### src/rtl/bpm_link_tx.sv
// bpm_link_tx: BPM-side transmitter for the CCW/CW ring links.
// Each accepted FA strobe snapshots one X/Y/S sample. Every non-inhibited
// link then sends the packet {header, X, Y, S}, with tlast on S.
// Stream handshake: a word transfers on a cycle where tvalid & tready are
// both high. tvalid, once raised, stays high until the S word transfers.
// tdata/tlast hold while tvalid & !tready. tvalid never waits on tready.
module bpm_link_tx #(
    parameter logic [15:0] HEADER_MAGIC     = 16'hA5BC,
    parameter int          FOFB_INDEX_WIDTH = 9,
    parameter int          COUNTER_WIDTH    = 16
) (
    input  logic                        auroraUserClk,
    input  logic                        auroraUserResetN,
    input  logic                        auroraFAstrobe,
    input  logic [31:0]                 sampleX,
    input  logic [31:0]                 sampleY,
    input  logic [31:0]                 sampleS,
    input  logic [FOFB_INDEX_WIDTH-1:0] fofbIndex,
    input  logic                        ccwInhibit,
    input  logic                        cwInhibit,
    output logic [31:0]                 CCW_AXI_STREAM_TX_tdata,
    output logic                        CCW_AXI_STREAM_TX_tvalid,
    output logic                        CCW_AXI_STREAM_TX_tlast,
    input  logic                        CCW_AXI_STREAM_TX_tready,
    output logic [31:0]                 CW_AXI_STREAM_TX_tdata,
    output logic                        CW_AXI_STREAM_TX_tvalid,
    output logic                        CW_AXI_STREAM_TX_tlast,
    input  logic                        CW_AXI_STREAM_TX_tready,
    output logic                        busy,
    output logic [COUNTER_WIDTH-1:0]    ccwPacketCount,
    output logic [COUNTER_WIDTH-1:0]    cwPacketCount,
    output logic [COUNTER_WIDTH-1:0]    overrunCount,
    output logic [2:0]                  ccw_state,
    output logic [2:0]                  cw_state
);

    localparam logic [2:0] ST_IDLE = 3'd0;
    localparam logic [2:0] ST_HDR  = 3'd1;
    localparam logic [2:0] ST_X    = 3'd2;
    localparam logic [2:0] ST_Y    = 3'd3;
    localparam logic [2:0] ST_S    = 3'd4;

    localparam logic [COUNTER_WIDTH-1:0] CNT_ONE = COUNTER_WIDTH'(1);

    logic [31:0]                 snap_x;
    logic [31:0]                 snap_y;
    logic [31:0]                 snap_s;
    logic [FOFB_INDEX_WIDTH-1:0] snap_index;
    logic [31:0]                 header_word;

    logic ccw_fire;
    logic cw_fire;
    logic ccw_done;
    logic cw_done;
    logic ccw_free;
    logic cw_free;
    logic accept;
    logic overrun_hit;

    // Word order within a packet; S wraps back to IDLE.
    function automatic logic [2:0] next_word(input logic [2:0] st);
        logic [2:0] nxt;
        nxt = ST_IDLE;
        case (st)
            ST_HDR:  nxt = ST_X;
            ST_X:    nxt = ST_Y;
            ST_Y:    nxt = ST_S;
            default: nxt = ST_IDLE;
        endcase
        return nxt;
    endfunction

    assign header_word = {HEADER_MAGIC, 16'(snap_index)};

    // A link is free if it is idle or its S word is transferring right now,
    // so a strobe arriving exactly at the end of a packet is still accepted.
    assign ccw_fire    = CCW_AXI_STREAM_TX_tvalid & CCW_AXI_STREAM_TX_tready;
    assign cw_fire     = CW_AXI_STREAM_TX_tvalid & CW_AXI_STREAM_TX_tready;
    assign ccw_done    = (ccw_state == ST_S) & CCW_AXI_STREAM_TX_tready;
    assign cw_done     = (cw_state == ST_S) & CW_AXI_STREAM_TX_tready;
    assign ccw_free    = (ccw_state == ST_IDLE) | ccw_done;
    assign cw_free     = (cw_state == ST_IDLE) | cw_done;
    assign accept      = auroraFAstrobe & ccw_free & cw_free;
    assign overrun_hit = auroraFAstrobe & ~accept;

    assign busy = (ccw_state != ST_IDLE) | (cw_state != ST_IDLE);

    // Snapshot of the sample taken on each accepted strobe.
    always_ff @(posedge auroraUserClk or negedge auroraUserResetN) begin
        if (!auroraUserResetN) begin
            snap_x     <= '0;
            snap_y     <= '0;
            snap_s     <= '0;
            snap_index <= '0;
        end else if (accept) begin
            snap_x     <= sampleX;
            snap_y     <= sampleY;
            snap_s     <= sampleS;
            snap_index <= fofbIndex;
        end
    end

    // CCW link FSM: start on an accepted strobe, advance one word per handshake.
    always_ff @(posedge auroraUserClk or negedge auroraUserResetN) begin
        if (!auroraUserResetN) begin
            ccw_state <= ST_IDLE;
        end else if (accept && !ccwInhibit) begin
            ccw_state <= ST_HDR;
        end else if (ccw_fire) begin
            ccw_state <= next_word(ccw_state);
        end
    end

    // CW link FSM: same as CCW and independent of it.
    always_ff @(posedge auroraUserClk or negedge auroraUserResetN) begin
        if (!auroraUserResetN) begin
            cw_state <= ST_IDLE;
        end else if (accept && !cwInhibit) begin
            cw_state <= ST_HDR;
        end else if (cw_fire) begin
            cw_state <= next_word(cw_state);
        end
    end

    // Output word select. tvalid follows the state, so reset drops it at once.
    always_comb begin
        CCW_AXI_STREAM_TX_tdata = 32'd0;
        CW_AXI_STREAM_TX_tdata  = 32'd0;
        case (ccw_state)
            ST_HDR:  CCW_AXI_STREAM_TX_tdata = header_word;
            ST_X:    CCW_AXI_STREAM_TX_tdata = snap_x;
            ST_Y:    CCW_AXI_STREAM_TX_tdata = snap_y;
            ST_S:    CCW_AXI_STREAM_TX_tdata = snap_s;
            default: CCW_AXI_STREAM_TX_tdata = 32'd0;
        endcase
        case (cw_state)
            ST_HDR:  CW_AXI_STREAM_TX_tdata = header_word;
            ST_X:    CW_AXI_STREAM_TX_tdata = snap_x;
            ST_Y:    CW_AXI_STREAM_TX_tdata = snap_y;
            ST_S:    CW_AXI_STREAM_TX_tdata = snap_s;
            default: CW_AXI_STREAM_TX_tdata = 32'd0;
        endcase
    end

    assign CCW_AXI_STREAM_TX_tvalid = (ccw_state != ST_IDLE);
    assign CW_AXI_STREAM_TX_tvalid  = (cw_state != ST_IDLE);
    assign CCW_AXI_STREAM_TX_tlast  = (ccw_state == ST_S);
    assign CW_AXI_STREAM_TX_tlast   = (cw_state == ST_S);

    // Completed-packet counters, wrapping.
    always_ff @(posedge auroraUserClk or negedge auroraUserResetN) begin
        if (!auroraUserResetN) begin
            ccwPacketCount <= '0;
            cwPacketCount  <= '0;
        end else begin
            if (ccw_done) ccwPacketCount <= ccwPacketCount + CNT_ONE;
            if (cw_done)  cwPacketCount  <= cwPacketCount + CNT_ONE;
        end
    end

    // Dropped-strobe counter, saturating at all-ones.
    always_ff @(posedge auroraUserClk or negedge auroraUserResetN) begin
        if (!auroraUserResetN) begin
            overrunCount <= '0;
        end else if (overrun_hit && (overrunCount != '1)) begin
            overrunCount <= overrunCount + CNT_ONE;
        end
    end

endmodule

### config.mk
export PLATFORM = sky130hd
export DESIGN_NAME = bpm_link_tx
export DESIGN_NICKNAME = d
export VERILOG_FILES = /design/src/rtl/bpm_link_tx.sv
export SDC_FILE = /design/constraint.sdc
export NUM_CORES = 1
export LEC_CHECK = 0
export CAP_MARGIN = 20
export CORE_AREA = 5 5 122 182
export CTS_BUF_LIST = sky130_fd_sc_hd__clkbuf_16
export CTS_CLUSTER_DIAMETER = 80
export DETAILED_ROUTE_END_ITERATION = 8
export DIE_AREA = 0 0 127 187
export PLACE_DENSITY = 0.72
export SLEW_MARGIN = 20
export SYNTH_ARGS = -nofsm -noshare
export SYNTH_HDL_FRONTEND = slang
export SYNTH_SLANG_ARGS = --single-unit
### constraint.sdc
create_clock -name auroraUserClk -period 2.8 [get_ports auroraUserClk]
set_clock_uncertainty 0.05 [all_clocks]
set_input_delay 0.28 -clock auroraUserClk [delete_from_list [all_inputs] [get_ports auroraUserClk]]
set_output_delay 0.28 -clock auroraUserClk [all_outputs]
set_load 0.03 [all_outputs]
==> impl_metrics.csv, run 1 <==
group,metric,value,unit
flow_run,cap_violations,0,
pwr,power.leakage,4.93,nW
yosys,yosys_register_bits,159,
place,hpwl,16.9,mm
worst_hold_path,hold_path_class,"in2async",
pwr,irDropWorstVdd,0.792,mV
sta,slew-limit-headroom,57.6,%
pwr,switchingPower,5.71,mW
clocking,clkSinkCount,159,
clocking,clk_pin_slew,0.07,ns
yosys,netlist_area,0.00802,mm^2
drt,drc,0,
floorplan,die_area,0.0237,mm^2
floorplan,rows,64,
place,dp_cells,1178,
drt,routed_wl,23.5,mm
drt,wl_per_cell,19.3,um
drt,dr.pass1.iters,5,
sta,worst_slew_pin_slew,0.636,ns
layout,drive_gt1_share,26.8,%
pwr,seqPwrFrac,30.0,%
clocking,clock_path_buffers,2,
layout,area_growth,40.0,%
drt,drtIter0Drc,329,
pwr,internal_power,7.60,mW
layout,layoutNonFillerInstCount,1213,
yosys,syn_nets,812,
worst_setup_path,critPathMaxStageDelay,0.59,ns
place,portBuffers,234,
global_route,grt_overflow,0,
floorplan,ios,235,
yosys,synth-compound-area-share,9.30,%
sta,period_share,92.2,%
worst_setup_path,cp_max_fo,11,
yosys,async_reset_ff_share,100,%
worst_setup_path,path_cells,"or3_1 > or2_2 > clkdlybuf4s50_1",
worst_setup_path,crit_family,"simple AND/OR/NAND/NOR gates",
drt,via_per_inst,5.35,
yosys,synth_mux_area_share,22.6,%
sta,rsz0062_at_grt,"false",
yosys,synthFlopType,"dfrtp_1",
sta,whs,0.368,ns
pwr,comb_power_share,52.8,%
floorplan,dieHeight,187,um
yosys,synth_edf_count,0,
yosys,synthXorXnorAreaFrac,4.59,%
pwr,p_sw_share,42.9,%
sta,fmax,387,MHz
sta,slew_viol_final,0,
worst_setup_path,worstSetupPathType,"reg2out",
worst_setup_path,crit_required,2.47,ns
global_route,grt_first_pass_wirelength,36.9,mm
pwr,clkPwrFrac,17.1,%
yosys,synth.most_common_cell,"dfrtp_1",
worst_setup_path,setup.worst_path.end_class,"primary output",
yosys,synthSimpleGateAreaFrac,10.5,%
worst_setup_path,cp.buffers_inverters,1,
sta,tns,0,ns
sta,setup_viol,0,
yosys,synth_top_family_by_area,"multiplexers",
yosys,synthAdderAreaFrac,0.468,%
global_route,grt_max_degree,64,
yosys,yosysTopAreaCell,"dfrtp_1",
worst_setup_path,cp-start-kind,"flip-flop",
clocking,cts-root-buf,"clkbuf_16",
drt,antenna_left,0,
pwr,power.density,1190,mW/mm^2
sta,hold_viol,0,
clocking,clock_latency,0.41,ns
yosys,ys_types,42,
floorplan,die_x,127,um
yosys,synth.top_cell.area_share,49.6,%
floorplan,core-area,0.0203,mm^2
yosys,netlist_instances,697,
yosys,synth_area_leaders,"dfrtp_1 50%, mux2_2 13%, mux2_4 5.2%",
sta,period_minus_slack,2.58,ns
place,place_congestion,0.827,
yosys,yosysWarnings,0,
global_route,grt_util_all_layers,19.7,%
clocking,htree_levels,4,
status,status,"finished clean",
layout,nets,1049,
worst_setup_path,cp.arrival,2.25,ns
drt,num_vias,6490,
clocking,cts_buffers,17,
global_route,grt_pass1_vias,6749,
worst_setup_path,cp_slowest_cell,"clkdlybuf4s50_1",
yosys,avgSynthCellArea,11.5,um^2
clocking,cts_tree,"done",
yosys,ys_top_cells_by_count,"159 x dfrtp_1, 91 x mux2_2, 69 x nand2_1",
floorplan,initial_utilization,39.4,%
global_route,antenna_found_initial,2,
yosys,seq_area_frac_synth,49.6,%
==> layer usage <==
metal  GRT usage (%)  vias up  wire (um)
met5               0        -          0
met4            7.64        0        602
met3            4.11       29       1170
met2            34.2      205      12300
met1            23.6     3251       9380
li1                -     3005          -
==> state kept, by name, summed over array words and instances, names as in the netlist <==
| signal | cells |
|---|---|
| snap_x | 32 |
| ccwPacketCount | 16 |
| overrunCount | 16 |
| snap_s | 32 |
| ccw_state | 3 |
| snap_index | 9 |
| cw_state | 3 |
| snap_y | 32 |
| cwPacketCount | 16 |
==> path summary, 6_finish.rpt <==
path                                                start                       endpoint  slack, ns  cells after the start
max                              ccw_state[0]$_DFFE_PN0P_                           busy       0.22                      3
min                                      auroraUserResetN         snap_x[28]$_DFFE_PN0P_       0.37                      2
max reg2reg                      ccw_state[0]$_DFFE_PN0P_    overrunCount[1]$_DFFE_PN0P_       0.54                      4
min reg2reg                 cwPacketCount[15]$_DFFE_PN0P_  cwPacketCount[15]$_DFFE_PN0P_       0.43                      1
max in group asynchronous                auroraUserResetN        cw_state[0]$_DFFE_PN0P_       1.62                      3
min in group auroraUserClk                      cwInhibit        cw_state[0]$_DFFE_PN0P_       0.40                      2
==> power groups by stage <==
stage | sequential, mW | combinational (mW) | clock (mW)
3_3_place_gp | 3.98 | 7.00 | 0
4_1_cts | 3.98 | 7.09 | 2.36
6_report | 4.00 | 7.03 | 2.28
3_5_place_dp | 4.01 | 7.08 | 0
2_1_floorplan | 3.99 | 4.39 | 0
5_1_grt | 4.12 | 7.47 | 2.44
==> layout by cell type, fill, tap and decap left out, types with 3 or more instances in the layout <==
| cell | synthesis | routed |
|---|---|---|
| mux2_4 | 28 | 28 |
| o31ai_1 | 10 | 10 |
| nand2b_1 | 5 | 5 |
| clkinvlp_4 | 0 | 3 |
| and4_1 | 4 | 4 |
| mux2_2 | 91 | 91 |
| clkbuf_16 | 0 | 17 |
| nand2_1 | 69 | 69 |
| inv_6 | 0 | 5 |
| buf_4 | 0 | 84 |
| ha_1 | 3 | 3 |
| nor2b_1 | 7 | 7 |
| nor4_1 | 12 | 12 |
| buf_12 | 0 | 7 |
| a21oi_1 | 21 | 21 |
| xor2_1 | 24 | 24 |
| inv_1 | 5 | 5 |
| o21ai_0 | 38 | 38 |
| dfrtp_1 | 159 | 157 |
| a22oi_1 | 27 | 27 |
| o22ai_1 | 19 | 19 |
| nand3_1 | 17 | 17 |
| xnor2_1 | 18 | 18 |
| nor3_1 | 10 | 10 |
| nand4_1 | 8 | 8 |
| nor2_1 | 15 | 15 |
| and3_1 | 7 | 7 |
| mux2i_1 | 37 | 37 |
| clkdlybuf4s50_1 | 0 | 168 |
==> cell families after synthesis <==
kind of cell / after synthesis
flip-flops: 159
AO/OA/AOI/OAI: 120
multiplexers: 156
buffers and inverters: 49
XOR/XNOR: 42
adder cells (fa/ha/maj): 3
AND/OR/NAND/NOR: 168
==> what timing repair did <==
action                                  in CTS  in global routing
hold endpoints to repair                    61                  0
resized for setup                            0                  1
buffers inserted                             0                  0
hold buffers                                 1                  0
endpoints found under the setup margin       0                  1
==> worst reg2reg max path, stage by stage, from the launching register on <==
cell,delay (ns)
dfrtp_2,0.51
or4_4,0.57
o31ai_4,0.55
nor2_1,0.17
mux2_2,0.30
==> layout make-up <==
class,instances,area (um^2)
multi-input cells,489,3820
clock inverters,15,153
diodes,2,5.00
flip-flops and latches,159,3980
clock buffers,17,425
inverters,5,18.8
well taps,264,330
fillers,1806,9120
repair buffers,262,2480
==> through the flow <==
step	setup WS [ns]	total power [mW]	utilization [%]	area, um^2
after CTS	0.179	13.4	55.1	11200
after global routing	0.0646	14.0	55.2	11200
final	0.217	13.3	55.2	11200
after floorplan	0.0731	8.39	-	8020
after global placement	0.475	11.0	52.2	10600
after detailed placement	0.451	11.1	52.2	10600
No activity file was read; power rests on OpenSTA's default activity.
==> run 2, diff against run 1 <==
CTS_CLUSTER_SIZE = 30   (was default)
==> results of run 2 <==
No change in the layout: final DEF, timing and power equal those of run 1.
==> run 3, diff against run 2 <==
CORE_AREA = 5 5 148 150   (was 5 5 122 182)
DIE_AREA = 0 0 153 155   (was 0 0 127 187)
PLACE_DENSITY = 0.73   (was 0.72)
SETUP_SLACK_MARGIN = 0.15   (was default)
==> run 3 against run 2 <==
Compared with the run above:
- via count is 0.34% higher
- critical path depth unchanged
- total power rose by 2.8%
- first-iteration DRC count up 27%
- utilization is 0.12 points higher
- sequential cell count is the same
- combinational power increased by 1%
- cell area increased by 1.3%
- sequential power up 1%
- largest power group unchanged
- clock-buffer cell count stayed put
- non-clock buffer count grew 4
- largest cell class unchanged
- maximum frequency grew 2.6%
==> impl_metrics.csv, run 3 (synthesized netlist as in run 1, its figures left out) <==
group,metric,value,unit
layout,final_cell_mix,"168 x clkdlybuf4s50_1, 154 x dfrtp_1, 91 x mux2_2, 86 x buf_4, 68 x nand2_1",
pwr,seqPwrFrac,29.6,%
floorplan,initial_utilization,39.0,%
pwr,power.density,1200,mW/mm^2
worst_setup_path,setup.worst_path.end_class,"primary output",
clocking,htree_levels,4,
floorplan,ios,235,
drt,routed_wl,23.1,mm
clocking,clk_pin_slew,0.06,ns
global_route,grt_overflow,0,
global_route,grt_max_degree,61,
drt,num_vias,6512,
sta,period_share,89.9,%
worst_setup_path,path_cells,"buf_4 > nor3b_4 > clkdlybuf4s50_1",
drt,wl_per_cell,18.8,um
flow_run,cap_violations,0,
worst_setup_path,worstSetupPathType,"reg2out",
layout,nFillCells,1782,
layout,multiInputGateArea,0.00385,mm^2
pwr,clkPwrFrac,18.5,%
layout,drive_gt1_share,27.5,%
sta,setup_viol,0,
sta,rsz0062_at_grt,"false",
place,dp_slack,0.428,ns
clocking,clock_path_buffers,2,
sta,period_minus_slack,2.52,ns
layout,register_area,0.00399,mm^2
layout,top_regs,"snap_s: 32 flops, snap_x: 32 flops, snap_y: 32 flops",
clocking,cts_tree,"done",
worst_setup_path,critPathMaxStageDelay,0.75,ns
sta,slew-limit-headroom,51.8,%
worst_setup_path,cp.buffers_inverters,2,
floorplan,rows,53,
sta,fmax,397,MHz
worst_setup_path,cp_slowest_cell,"clkdlybuf4s50_1",
drt,via_per_inst,5.32,
pwr,power.leakage,4.98,nW
sta,worst_slew_pin_slew,0.722,ns
global_route,antenna_found_initial,0,
sta,setup_ws,0.282,ns
global_route,grt_pass1_vias,6623,
clocking,clock_latency,0.42,ns
sta,tns,0,ns
worst_setup_path,crit_required,2.47,ns
floorplan,dieHeight,155,um
global_route,grt_first_pass_wirelength,36.4,mm
place,hpwl,16.5,mm
layout,nets,1053,
worst_setup_path,crit_family,"buffers and inverters",
global_route,grt_util_all_layers,19.2,%
pwr,p_sw_share,41.6,%
pwr,switchingPower,5.70,mW
floorplan,core-area,0.0206,mm^2
worst_setup_path,cp_max_fo,8,
clocking,cts_buffers,17,
place,portBuffers,234,
layout,num_antenna_cells,0,
clocking,clkSinkCount,159,
floorplan,die_x,153,um
drt,dr.pass1.iters,6,
clocking,cts-root-buf,"clkbuf_16",
drt,drtIter0Drc,419,
status,status,"finished clean",
worst_hold_path,hold_path_class,"in2async",
sta,slew_viol_final,0,
layout,layout_commonest_cell,"clkdlybuf4s50_1",
pwr,comb_power_share,51.9,%
floorplan,die_area,0.0237,mm^2
drt,drc,0,
worst_setup_path,cp-start-kind,"flip-flop",
pwr,irDropWorstVdd,0.721,mV
place,place_congestion,0.803,
sta,hold_viol,0,
worst_setup_path,cp.arrival,2.19,ns
layout,area_growth,41.8,%
drt,antenna_left,0,
clocking,cts_setup_buffers,0,
pwr,internal_power,7.98,mW
run 3: cell types whose count changed in the layout (fill, tap and decap cells not counted), moves of 2 or more:
cell / delta
buf_4: +2
bufinv_16: +4
dfrtp_1: -3
dfrtp_2: +3
diode_2: -2
inv_6: -3
inv_8: -2
o21ai_0: -9
o21ai_1: +9
run 3: final timing paths:
check / startpoint / to / slack [ns] / depth (start not counted)
worst max register to register: cw_state[0]$_DFFE_PN0P_ / overrunCount[1]$_DFFE_PN0P_ / 0.45 / 4
worst max-delay path: cw_state[1]$_DFFE_PN0P_ / CW_AXI_STREAM_TX_tlast / 0.28 / 3
worst min-delay path: auroraUserResetN / ccwPacketCount[9]$_DFFE_PN0P_ / 0.38 / 2
min in group auroraUserClk: cwInhibit / cw_state[0]$_DFFE_PN0P_ / 0.40 / 2
max in group asynchronous: auroraUserResetN / snap_y[2]$_DFFE_PN0P_ / 1.63 / 3
worst min register to register: cwPacketCount[15]$_DFFE_PN0P_ / cwPacketCount[15]$_DFFE_PN0P_ / 0.42 / 1
run 3: repair_timing:
action / CTS / global route
gates resized for setup: 3 / 7
endpoints found under the hold margin: 58 / 0
pin swaps: 0 / 0
hold buffers: 1 / 0
endpoints found under the setup margin: 21 / 20
run 3: power by group through the flow:
stage | registers [mW] | logic [mW] | clock network (mW)
after global placement | 4.02 | 7.00 | 0
after detailed placement | 4.05 | 7.10 | 0
final | 4.05 | 7.10 | 2.53
after floorplan | 3.99 | 4.41 | 0
after CTS | 4.03 | 7.14 | 2.58
after global routing | 4.17 | 7.56 | 2.68
run 3: per-stage QoR:
step / cells / instance area [um^2] / hold slack (ns) / utilization [%] / power [mW]
3_5_place_dp: 1193 / 10700 / 0.254 / 52.0 / 11.2
4_1_cts: 1225 / 11300 / 0.377 / 55.2 / 13.7
6_report: 1225 / 11400 / 0.375 / 55.3 / 13.7
3_3_place_gp: 1193 / 10700 / 0.258 / 52.0 / 11.0
2_1_floorplan: 697 / 8020 / -0.0656 / - / 8.40
5_1_grt: 1225 / 11400 / 0.396 / 55.3 / 14.4
run 3: per-layer routing:
layer	track usage, %	wire [um]
met2	30.0	10900
met1	25.9	10100
met3	6.23	1690
met4	5.39	377
met5	0	0
run 3: layout make-up:
cell class / count / share of cell area [%]
timing repair buffer: 266 / 22.3
tap: 275 / 3.03
inverter: 5 / 0.165
clock buffer: 17 / 3.74
clock inverter: 14 / 1.89
sequential: 159 / 35.1
multi-input combinational: 489 / 33.8
